===== config.mk =====
export PLATFORM = sky130hd
export DESIGN_NAME = i2s_tx
export DESIGN_NICKNAME = d
export VERILOG_FILES = /design/src/rtl/i2s_tx.sv
export SDC_FILE = /design/constraint.sdc
export NUM_CORES = 1
export LEC_CHECK = 0
export CORE_MARGIN = 1.5
export CORE_UTILIZATION = 30
export DETAILED_ROUTE_END_ITERATION = 8
export PLACE_DENSITY_LB_ADDON = 0.08
export SYNTH_ARGS = -nofsm -noshare
export SYNTH_HDL_FRONTEND = slang
export SYNTH_SLANG_ARGS = --single-unit

===== constraint.sdc =====
create_clock -name tb_clk -period 3.05 [get_ports tb_clk]
set_clock_uncertainty 0.1 [all_clocks]
set_input_delay 0.4575 -clock tb_clk [delete_from_list [all_inputs] [get_ports tb_clk]]
set_output_delay 0.4575 -clock tb_clk [all_outputs]
set_load 0.02 [all_outputs]

===== src/rtl/i2s_tx.sv =====
// I2S transmitter: one-deep sample buffer feeding a 32-slot stereo frame.
// Each frame starts with one lead-in slot, then left/right MSB-first with the standard one-bit ws delay.
module i2s_tx #(
  parameter int unsigned SCK_HALF = 1
) (
  input  logic        tb_clk,
  input  logic        tb_n_rst,
  input  logic        tx_en,
  input  logic [31:0] tx_data,
  input  logic        tx_valid,
  output logic        tx_ready,
  output logic        sck,
  output logic        ws,
  output logic        serial_data_out,
  output logic        underrun
);

  typedef enum logic {IDLE, SHIFT} state_t;

  localparam logic [7:0] DIV_TC = 8'(SCK_HALF - 1);

  state_t      state;
  logic [7:0]  div;
  logic [4:0]  slot;
  logic [31:0] hold;
  logic [31:0] shift;
  logic        full;

  logic       fall, wrap, take, load, full_nxt;
  logic [4:0] nslot;

  always_comb begin
    fall     = (state == SHIFT) && (div == DIV_TC) && sck;
    wrap     = fall && (slot == 5'd31);
    take     = tx_valid && tx_ready;
    load     = wrap && tx_en && full;
    nslot    = slot + 5'd1;
    // take and load never coincide: take needs an empty buffer, load a full one
    full_nxt = take ? 1'b1 : (load ? 1'b0 : full);
  end

  always_ff @(posedge tb_clk or negedge tb_n_rst) begin
    if (!tb_n_rst) begin
      state           <= IDLE;
      div             <= '0;
      slot            <= '0;
      hold            <= '0;
      shift           <= '0;
      full            <= 1'b0;
      tx_ready        <= 1'b1;
      sck             <= 1'b0;
      ws              <= 1'b1;
      serial_data_out <= 1'b0;
      underrun        <= 1'b0;
    end else begin
      underrun <= 1'b0;
      full     <= full_nxt;
      tx_ready <= !full_nxt;
      if (take) hold <= tx_data;
      case (state)
        IDLE: begin
          if (tx_en && full) begin
            state           <= SHIFT;
            slot            <= 5'd31;
            div             <= '0;
            sck             <= 1'b0;
            ws              <= 1'b0;
            serial_data_out <= 1'b0;
            shift           <= '0;
          end
        end
        SHIFT: begin
          if (div == DIV_TC) begin
            div <= '0;
            sck <= ~sck;
            if (wrap && !tx_en) begin
              // in-flight frame is done; park the bus
              state           <= IDLE;
              slot            <= '0;
              sck             <= 1'b0;
              ws              <= 1'b1;
              serial_data_out <= 1'b0;
            end else if (wrap) begin
              slot <= '0;
              ws   <= 1'b0;
              if (full) begin
                shift           <= hold;
                serial_data_out <= hold[31];
              end else begin
                shift           <= '0;
                serial_data_out <= 1'b0;
                underrun        <= 1'b1;
              end
            end else if (fall) begin
              slot            <= nslot;
              ws              <= (nslot >= 5'd15) && (nslot <= 5'd30);
              serial_data_out <= shift[5'd31 - nslot];
            end
          end else begin
            div <= div + 8'd1;
          end
        end
        default: state <= IDLE;
      endcase
    end
  end

endmodule


**Word-level counts from Yosys, hierarchy flattened**

Cells that the tools add are included.

- Bits in registers: 84
- Input bits: 36
- Output and inout bits: 5
- Word-level logic and storage cells: 83

- $add $sub $neg: 3
- $lt $le $gt $ge: 3
- Equality and inequality tests: 6
- Multiplexer cells: 43
- Bitwise logic cells: 2
- Reduce and logical (&&, ||, !) cells: 15

Operator list:

| operator | count |
|---|---|
| $mux W32 | 5 |
| $pmux W32 S2 | 1 |
| $mux W5 | 5 |
| $mux W1 | 23 |
| $mux W8 | 2 |
| $pmux W8 S2 | 1 |
| $pmux W5 S2 | 1 |
| $logic_and A1 B1 Y1 | 9 |
| $add A8 B1 Y8 const B | 1 |
| $logic_not A8 Y1 | 1 |
| $pmux W1 S2 | 4 |
| $lt A5 B6 Y1 const B | 1 |
| $add A5 B1 Y5 const B | 1 |
| $bmux W1 S5 | 1 |
| $eq A5 B5 Y1 const B | 1 |
| $ge A5 B4 Y1 const B | 1 |
| $le A5 B5 Y1 const B | 1 |
| $sub A5 B5 Y5 const A | 1 |
| $ne A2 B1 Y1 const B | 2 |
| $ne A2 B2 Y1 const B | 2 |
| $ne A4 B1 Y1 const B | 1 |
| $reduce_and A4 Y1 | 1 |
| $reduce_and A3 Y1 | 1 |
| $logic_not A1 Y1 | 2 |
| other kinds (2) | 3 |

**Depth between registers and ports, before layout**

Gate-level depths: netlist of run 1.

- Word-level depth: 9
- Gate-level depth with buffers: 9
- Depth with buffers taken out: 8

**Least setup slack after synthesis of run 1**

OpenSTA, ideal clock, no wires.

- Path kind: reg-to-reg
- Start point: register slot[0]
- End point: register serial_data_out
- Setup time: 118 ps
- Arrival time: 2,415 ps
- Required time: 2,832 ps
- Setup slack: 417 ps
- Stages on the path, launching flop included: 10
- Period minus slack after synthesis: 2,633 ps
- Path through: dfrtp_1 -> buf_2 -> inv_1 -> ha_1 -> clkbuf_1 -> mux4_2 -> nor2b_1 -> a2111oi_0 -> a311oi_1 -> a21o_1

- Cells in the longest elaborated chain, start to end: 9

RTL lines:

| element | RTL line | text |
|---|---|---|
| start: declaration | 24 | `logic [4:0] slot;` |
| start signal: assignment | 95 | `slot <= nslot;` |
| $add A5 B1 Y5 | 37 | `nslot = slot + 5'd1;` |
| $sub A5 B5 Y5 | 97 | `serial_data_out <= shift[5'd31 - nslot];` |
| $bmux W1 S5 | 97 |  |
| $mux W1 (not written as such) | 97 |  |
| $mux W1 | 94 | `end else if (fall) begin` |
| $mux W1 | 83 | `end else if (wrap) begin` |
| $mux W1 | 76 | `if (wrap && !tx_en) begin` |
| $mux W1 | 73 | `if (div == DIV_TC) begin` |
| $pmux W1 S2 | 60 | `case (state)` |
| end signal: assignment | 88 | `serial_data_out <= hold[31];` |
| end signal: assignment | 97 |  |
| end: declaration | 14 | `output logic serial_data_out,` |

Parallel ways exist; a longest one is shown, timed or not. The select of a mux whose other input is x is not followed.
A chain may end at the register's enable or synchronous reset.

**Worst setup path in the final report of run 1**

- Start point: register slot[0]
- End point: register shift[10]

- Cells in the longest elaborated chain, start to end: 5

RTL lines:

| element | RTL line | text |
|---|---|---|
| $eq A5 B5 Y1 * | 34 | `wrap = fall && (slot == 5'd31);` |
| $logic_and A1 B1 Y1 * | 34 |  |
| $logic_and A1 B1 Y1 | 76 |  |
| $ne A2 B2 Y1 (no line) | n/a |  |
| $reduce_and A4 Y1 (no line) * | n/a |  |
| end signal: assignment | 87 | `shift <= hold;` |
| end: declaration | 26 | `logic [31:0] shift;` |

Mark *: on every way between the ends. The rest lies on a longest branch, timed or not.

==> results of run 1 <==
==> where the power goes <==
group	leakage (uW)	internal, uW	switching (uW)
logic	0.000896	770	831
registers	0.00105	1500	259
clock network	0.000135	593	436
==> synth_stat cells (all sizes together) (2+ instances only) <==
cell type and instances:
and2 3, and3 3, a22o 2, xor2 3, mux2i 2, a21oi 6, nand2 79, nand3 5
a2111oi 2, nor2b 3, mux2 32, mux4 8, ha 5, xnor2 2, o21ai 47, o21a 3
inv 8, nor4 2, a31oi 2, nor2 8, clkbuf 10, dfrtp 82, dfstp 2, buf 7
==> state kept, by name, indices dropped and copies added, names as in the netlist, 5 cells and up <==
register,cells
div,8
hold,32
shift,32
slot,5
==> per-stage QoR <==
stage                     cells  power [uW]  util [%]  setup slack (ns)
final                       560        4390      37.7             0.415
after global routing        560        4760      37.7             0.167
after CTS                   560        4490      37.7             0.385
after detailed placement    545        3430      35.5             0.408
after global placement      545        3410      35.5             0.487
after floorplan             342        2950         -             0.417
==> path summary, 6_finish.rpt <==
check	start	slack (ns)	end
min	tb_n_rst	0.16	hold[25]
min in group tb_clk	shift[19]	0.38	shift[19]
min reg2reg	shift[19]	0.38	shift[19]
max	slot[0]	0.42	shift[10]
max reg2reg	slot[0]	0.42	shift[10]
max in group asynchronous	tb_n_rst	1.92	hold[28]
==> logic make-up (layout without fill, tap and decap cells) <==
logic type,after synthesis,after routing,share of synthesized area [%]
XOR/XNOR,5,5,1.11
adder cells (fa/ha/maj),5,5,1.59
AO/OA/AOI/OAI,72,72,13.8
multiplexers,42,42,14.2
AND/OR/NAND/NOR,109,109,12.3
buffers and inverters,25,71,3.59
flip-flops,84,84,53.4
==> layer usage <==
metal	vias up	share of wire, %
met5	-	0
met4	0	1.7
met3	9	4.1
met2	35	47
met1	1280	47
li1	1294	-
==> layout make-up <==
| cell class | count | area, um2 | area share [%] |
|---|---|---|---|
| flip-flops and latches | 84 | 2100 | 43.9 |
| clock buffers | 12 | 256 | 5.35 |
| clock inverters | 3 | 21.3 | 0.444 |
| inverters | 8 | 30.0 | 0.626 |
| repair buffers | 48 | 470 | 9.81 |
| multi-input cells | 233 | 1700 | 35.4 |
| well taps | 172 | 215 | 4.49 |
==> impl_metrics.py, run 1 <==
metrics = {
    "yosys": {
        "synth_top_area_share_pct": 52.0,
        "syn_nets": 383,
        "synth_seq_area_share_pct": 53.4,
        "synth_ff_type": "dfrtp_1",
        "yosys.area.top_type": "dfrtp_1",
        "synth.distinct_cells": 46,
        "netlist_area_um2": 3940,
        "synth.avg_cell_area_um2": 11.5,
        "synth_area_leaders": "dfrtp_1, mux2_2, nand2_1, o21ai_2, mux4_2",
        "synthCells": 342,
        "ys_async_sr_fraction_pct": 100,
        "ys_ff_latch": 84,
        "synth_edf_count": 0,
        "ys_warn_count": 0,
    },
    "cts": {
        "worst_setup_hold_path_clk_slew_ns": 0.06,
        "cts_buffers": 9,
        "cts_resized": 0,
        "postCtsHoldBufs": 0,
        "clk_latency_ns": 0.34,
        "postCtsSetupBuffers": 0,
        "cts_tree": "done",
        "clock-sinks": 84,
        "cts_root_buffer": "clkbuf_16",
        "max-clock-path-buffers": 2,
        "cts.htree.levels": 3,
    },
    "timing": {
        "rsz0062_at_grt": "false",
        "hold_slack_ns": 0.155,
        "max-slew-margin-rel_pct": 26.9,
        "fin_crit_sh_pct": 86.4,
        "tns_ns": 0,
        "hold_violations": 0,
        "finalSetupViolCount": 0,
        "fmax_mhz": 380,
        "slew_viol_final": 0,
        "fin_crit_ns": 2.63,
        "worstMarginPinSlew_ns": 1.10,
    },
    "setup_path": {
        "start_kind": "flip-flop",
        "cpPeakStageDelay_ns": 0.47,
        "end_kind": "flip-flop",
        "cp_slowest_cell": "dfrtp_1",
        "cp_max_fo": 24,
        "rr_worst_depth": 10,
        "critPathBufInv": 3,
        "critPathKind": "flip-flop to flip-flop",
        "cp.arrival_ns": 2.76,
        "path_cells": "buf_4 > ha_1 > and3_1 > ha_1 > inv_1 > nor4_4 > o211ai_4 > buf_4 > nand2_1 > o21ai_2",
        "crit_cells": 10,
        "cp.required_ns": 3.18,
        "cp_top_family": "simple AND/OR/NAND/NOR gates",
    },
    "grt": {
        "grt_util_met1_pct": 15.6,
        "grt_use_total_pct": 12.5,
        "grt_pass1_vias": 2811,
        "grt_use_met3_pct": 4.51,
        "grt_max_degree": 85,
        "busiest_layer": "met2",
        "grt_pass1_wl_mm": 13.7,
        "antenna_found_initial": 0,
        "met2_usage_pct": 19.8,
        "overflow": 0,
    },
    "layout": {
        "antenna_cells": 0,
        "layout_common_cells": "dfrtp_1, nand2_1, clkdlybuf4s50_1, mux2_2, o21ai_2",
        "final_common_cell": "dfrtp_1",
        "syn2layout_area_growth_pct": 21.6,
        "final_cell_area_um2": 4790,
        "fillerInstances": 1320,
        "drive_gt1_share_pct": 25.5,
        "nNetsFinal": 425,
    },
    "floorplan": {
        "die_x_um": 118,
        "placementRows": 41,
        "die_area_um2": 13800,
        "start_util_pct": 31.0,
        "io-pin-count": 41,
        "chipHeight_um": 118,
        "core_area_um2": 12700,
    },
    "drt": {
        "drc": 0,
        "via_per_inst": 4.68,
        "wirelength_mm": 7.70,
        "ant_nets": 0,
        "wire_per_inst_um": 13.7,
        "first_pass_iters": 4,
        "drt_iter0_drc": 90,
        "num_vias": 2618,
    },
    "power_and_ir_drop": {
        "power_density_nw_per_um2": 916,
        "vdd_drop_max_mv": 0.282,
        "p_leak_uw": 0.00209,
    },
    "status": {
        "status": "finished clean",
    },
    "place": {
        "gp_routability_congestion": 0.730,
        "port_buffers": 40,
        "dpl_cell_area_um2": 4520,
        "place_hpwl_mm": 5.19,
    },
    "job": {
        "maxCapViolCount": 0,
    },
    "hold_path": {
        "hp-class": "input port to async pin",
    },
}
Power figures use the tool's default switching activity.
==> inputs of run 2 (changes only) <==
--- a/config.mk
+++ b/config.mk
@@ -5,10 +5,9 @@
 export SDC_FILE = /design/constraint.sdc
 export NUM_CORES = 1
 export LEC_CHECK = 0
-export CORE_MARGIN = 1.5
 export CORE_UTILIZATION = 30
 export DETAILED_ROUTE_END_ITERATION = 8
-export PLACE_DENSITY_LB_ADDON = 0.08
+export PLACE_DENSITY_LB_ADDON = 0.15
 export SYNTH_ARGS = -nofsm -noshare
 export SYNTH_HDL_FRONTEND = slang
 export SYNTH_SLANG_ARGS = --single-unit
==> run 2 against run 1 <==
Combinational power about the same. Largest cell class unchanged. Sequential power about the same. Critical path depth decreased by 2.
==> impl_metrics.py, run 2 (same netlist as run 1, synthesis figures left out) <==
metrics = {
    "status": {
        "status": "finished clean",
    },
    "floorplan": {
        "chipHeight_um": 117,
        "start_util_pct": 31.0,
        "io-pin-count": 41,
        "die_area_um2": 13600,
        "placementRows": 41,
        "die_x_um": 117,
        "core_area_um2": 12700,
    },
    "cts": {
        "postCtsHoldBufs": 0,
        "postCtsSetupBuffers": 0,
        "cts_resized": 0,
        "cts_buffers": 9,
        "clk_latency_ns": 0.34,
        "max-clock-path-buffers": 2,
        "worst_setup_hold_path_clk_slew_ns": 0.06,
        "clock-sinks": 84,
        "cts_root_buffer": "clkbuf_16",
        "cts.htree.levels": 3,
        "cts_tree": "done",
    },
    "setup_path": {
        "end_kind": "flip-flop",
        "critPathKind": "flip-flop to flip-flop",
        "cpPeakStageDelay_ns": 0.53,
        "cp.required_ns": 3.18,
        "path_cells": "buf_4 > inv_1 > ha_1 > mux4_2 > nor2b_1 > a2111oi_0 > a311oi_1 > a21o_1",
        "cp_max_fo": 13,
        "cp_slowest_cell": "ha_1",
        "start_kind": "flip-flop",
        "critPathBufInv": 2,
        "cp_top_family": "compound AO/OA/AOI/OAI gates",
        "cp.arrival_ns": 2.70,
    },
    "drt": {
        "wire_per_inst_um": 13.8,
        "first_pass_iters": 4,
        "drt_iter0_drc": 149,
        "via_per_inst": 4.65,
        "wirelength_mm": 7.71,
        "drc": 0,
        "num_vias": 2599,
        "ant_nets": 0,
    },
    "timing": {
        "rsz0062_at_grt": "false",
        "finalSetupViolCount": 0,
        "tns_ns": 0,
        "fin_crit_sh_pct": 84.1,
        "slew_viol_final": 0,
        "fmax_mhz": 390,
        "fin_crit_ns": 2.57,
        "max-slew-margin-rel_pct": 46.0,
        "hold_violations": 0,
        "worstMarginPinSlew_ns": 0.810,
    },
    "power_and_ir_drop": {
        "p_leak_uw": 0.00211,
        "power_density_nw_per_um2": 947,
        "vdd_drop_max_mv": 0.331,
        "power.total_uw": 4590,
    },
    "grt": {
        "overflow": 0,
        "grt_pass1_vias": 2697,
        "antenna_found_initial": 0,
        "grt_max_degree": 51,
        "grt_use_total_pct": 12.8,
        "grt_pass1_wl_mm": 13.2,
    },
    "layout": {
        "layout_common_cells": "dfrtp_1, nand2_1, clkdlybuf4s50_1, mux2_2, o21ai_2",
        "drive_gt1_share_pct": 25.6,
        "largestRegisters": "hold: 32 flops, shift: 32 flops, div: 8 flops",
        "final_common_cell": "dfrtp_1",
        "antenna_cells": 0,
        "final_cell_area_um2": 4850,
        "nNetsFinal": 424,
        "instances_no_fill": 559,
        "syn2layout_area_growth_pct": 23.0,
    },
    "hold_path": {
        "hp-class": "input port to async pin",
    },
    "place": {
        "gp_routability_congestion": 0.777,
        "dpl_cell_area_um2": 4510,
        "port_buffers": 40,
        "place_hpwl_mm": 5.38,
        "dp.cells": 544,
    },
    "job": {
        "maxCapViolCount": 0,
    },
}
-- run 2: cell types whose count changed in the layout (fill, tap and decap cells not counted), sizes merged --
cell      change
bufinv        +3
clkbuf        -2
buf           -1
clkinv        +1
clkinvlp      -1
inv           -1
-- run 2: metal layers --
| layer | track usage, % | share of wire [%] | up-vias |
|---|---|---|---|
| met5 | 0 | 0 | - |
| met4 | 3.80 | 1.2 | 0 |
| met3 | 4.31 | 3.0 | 5 |
| met2 | 20.3 | 48 | 29 |
| met1 | 16.6 | 48 | 1271 |
| li1 | - | - | 1294 |
-- run 2: worst paths after layout --
path                            startpoint               to  slack [ns]  cells past startpoint
worst min-delay path              tb_n_rst        shift[17]        0.05                      1
max in group asynchronous         tb_n_rst         tx_ready        2.04                      2
worst max-delay path               slot[0]  serial_data_out        0.48                      8
worst max register to register     slot[0]  serial_data_out        0.48                      8
worst min register to register          ws               ws        0.38                      2
min in group tb_clk                     ws               ws        0.38                      2
-- run 2: per-stage QoR --
step | utilization (%) | setup slack, ns | hold slack, ns
final | 38.1 | 0.485 | 0.0470
after global routing | 38.1 | 0.187 | 0.107
after CTS | 38.1 | 0.422 | 0.0863
after detailed placement | 35.4 | 0.437 | 0.367
after global placement | 35.4 | 0.461 | 0.361
after floorplan | - | 0.417 | 0.0619
-- run 2: layout make-up --
class / instances / area (um2)
fill: 1286 / 7870
multi-input combinational: 233 / 1700
clock buffer: 10 / 239
timing repair buffer: 47 / 463
inverter: 8 / 30.0
sequential: 84 / 2100
clock inverter: 5 / 100
tap: 172 / 215
-- run 2: where the power goes --
part / internal, uW / switching, uW / total [uW] / leakage [uW]
sequential: 1500 / 250 / 1750 / 0.00105
clock: 815 / 439 / 1250 / 0.000168
combinational: 747 / 838 / 1580 / 0.000891
total: 3060 / 1530 / 4590 / 0.00211
==> inputs of run 3 (changes only) <==
==> constraint.sdc (replaced) <==
create_clock -name tb_clk -period 2.54 [get_ports tb_clk]
set_clock_uncertainty 0.1 [all_clocks]
set_input_delay 0.381 -clock tb_clk [delete_from_list [all_inputs] [get_ports tb_clk]]
set_output_delay 0.381 -clock tb_clk [all_outputs]
set_load 0.02 [all_outputs]
==> run 3 against run 2 <==
Worst setup slack got worse by 0.33 ns. Sequential share of layout area fell by 0.056 points. Largest power group unchanged. Highest routed layer unchanged. Utilization barely moved. First-iteration DRC count fell by 38%.
==> impl_metrics.py, run 3 (same netlist as run 1, synthesis figures left out) <==
metrics = {
    "floorplan": {
        "die_area_um2": 13600,
        "start_util_pct": 31.0,
        "chipHeight_um": 117,
        "die_x_um": 117,
        "io-pin-count": 41,
        "placementRows": 41,
        "core_area_um2": 12700,
    },
    "timing": {
        "slew_viol_final": 0,
        "finalSetupViolCount": 0,
        "hold_violations": 0,
        "fmax_mhz": 419,
        "rsz0062_at_grt": "false",
        "fin_crit_ns": 2.39,
        "tns_ns": 0,
        "max-slew-margin-rel_pct": 61.7,
        "fin_crit_sh_pct": 94.0,
        "worstMarginPinSlew_ns": 0.574,
    },
    "setup_path": {
        "end_kind": "flip-flop",
        "start_kind": "flip-flop",
        "cp.arrival_ns": 2.52,
        "critPathKind": "flip-flop to flip-flop",
        "cp.required_ns": 2.67,
        "cp_max_fo": 8,
    },
    "power_and_ir_drop": {
        "p_leak_uw": 0.00211,
        "vdd_drop_max_mv": 0.392,
        "power_density_nw_per_um2": 1110,
    },
    "cts": {
        "worst_setup_hold_path_clk_slew_ns": 0.06,
        "cts_tree": "done",
        "cts_root_buffer": "clkbuf_16",
        "cts.htree.levels": 3,
        "clock-sinks": 84,
        "cts_buffers": 9,
        "postCtsSetupBuffers": 0,
        "clk_latency_ns": 0.34,
        "max-clock-path-buffers": 2,
    },
    "drt": {
        "via_per_inst": 4.64,
        "drt_iter0_drc": 93,
        "ant_nets": 0,
        "first_pass_iters": 4,
        "num_vias": 2630,
        "wire_per_inst_um": 13.5,
        "wirelength_mm": 7.67,
        "drc": 0,
    },
    "layout": {
        "antenna_cells": 0,
        "drive_gt1_share_pct": 27.1,
        "final_common_cell": "dfrtp_1",
        "syn2layout_area_growth_pct": 23.1,
        "instances_no_fill": 567,
        "layout_common_cells": "dfrtp_1, nand2_1, clkdlybuf4s50_1, mux2_2, o21ai_2",
        "nNetsFinal": 431,
        "largestRegisters": "hold: 32 flops, shift: 32 flops, div: 8 flops",
    },
    "place": {
        "dp.cells": 550,
        "gp_routability_congestion": 0.770,
        "place_hpwl_mm": 5.33,
        "port_buffers": 40,
    },
    "grt": {
        "grt_pass1_wl_mm": 13.1,
        "overflow": 0,
        "grt_max_degree": 44,
        "antenna_found_initial": 0,
        "grt_use_total_pct": 12.9,
        "grt_pass1_vias": 2665,
    },
    "status": {
        "status": "finished clean",
    },
    "hold_path": {
        "hp-class": "flip-flop to flip-flop",
    },
    "job": {
        "maxCapViolCount": 0,
    },
}
[run 3: cell count changes in the layout (fill, tap and decap cells not counted)]
cell / previous run / this run
ha_1: 5 / 4
buf_12: 1 / 2
dlygate4sd3_1: 0 / 1
buf_4: 7 / 12
inv_6: 0 / 2
clkbuf_8: 1 / 0
bufinv_16: 3 / 0
ha_2: 0 / 1
clkinvlp_4: 0 / 3
[run 3: area by class of cell]
| type | instances | area (um2) |
|---|---|---|
| fill | 1311 | 7870 |
| sequential | 84 | 2100 |
| multi-input combinational | 233 | 1700 |
| timing repair buffer | 54 | 531 |
| clock buffer | 9 | 225 |
| tap | 172 | 215 |
| clock inverter | 7 | 50.0 |
| inverter | 8 | 30.0 |
[run 3: worst paths after layout]
check | depth (start not counted) | to | slack (ns) | from
worst min register to register | 2 | ws | 0.37 | ws
worst max-delay path | 7 | serial_data_out | 0.15 | slot[0]
worst max register to register | 7 | serial_data_out | 0.15 | slot[0]
min in group asynchronous | 2 | hold[26] | 0.48 | tb_n_rst
worst min-delay path | 2 | ws | 0.37 | ws
max in group asynchronous | 3 | tx_ready | 1.17 | tb_n_rst
[run 3: power by group]
part	internal (uW)	switching, uW
Sequential	1800	301
Clock	665	555
Combinational	996	1050
Total	3460	1910
[run 3: per-layer routing]
metal,wire (um),track usage [%]
met1,3690,16.7
met2,3570,20.1
met5,0,0
met3,267,3.63
met4,148,6.08
[run 3: repair_timing]
item / in CTS / in global routing
hold endpoints to repair: 42 / 0
hold buffers: 1 / 0
endpoints found under the setup margin: 0 / 32
gates resized for setup: 0 / 1
[run 3: through the flow]
| stage | utilization, % | power [uW] | hold WS (ns) | cell area [um2] | setup slack (ns) |
|---|---|---|---|---|---|
| 2_1_floorplan | - | 3540 | -0.0146 | 3940 | 0.0544 |
| 3_3_place_gp | 35.9 | 4170 | 0.319 | 4570 | 0.144 |
| 3_5_place_dp | 35.9 | 4200 | 0.319 | 4570 | 0.159 |
| 4_1_cts | 38.1 | 5460 | 0.378 | 4850 | 0.120 |
| 5_1_grt | 38.2 | 5780 | 0.405 | 4850 | 0.0103 |
| 6_report | 38.2 | 5370 | 0.371 | 4850 | 0.151 |
[run 3: worst max-delay path: stages, from the launching register on]
cell and delay, ns:
dfrtp_1 0.40, inv_1 0.07, ha_1 0.50, buf_4 0.20
mux4_2 0.31, a2111oi_0 0.44, a31oi_1 0.09, a21o_1 0.17
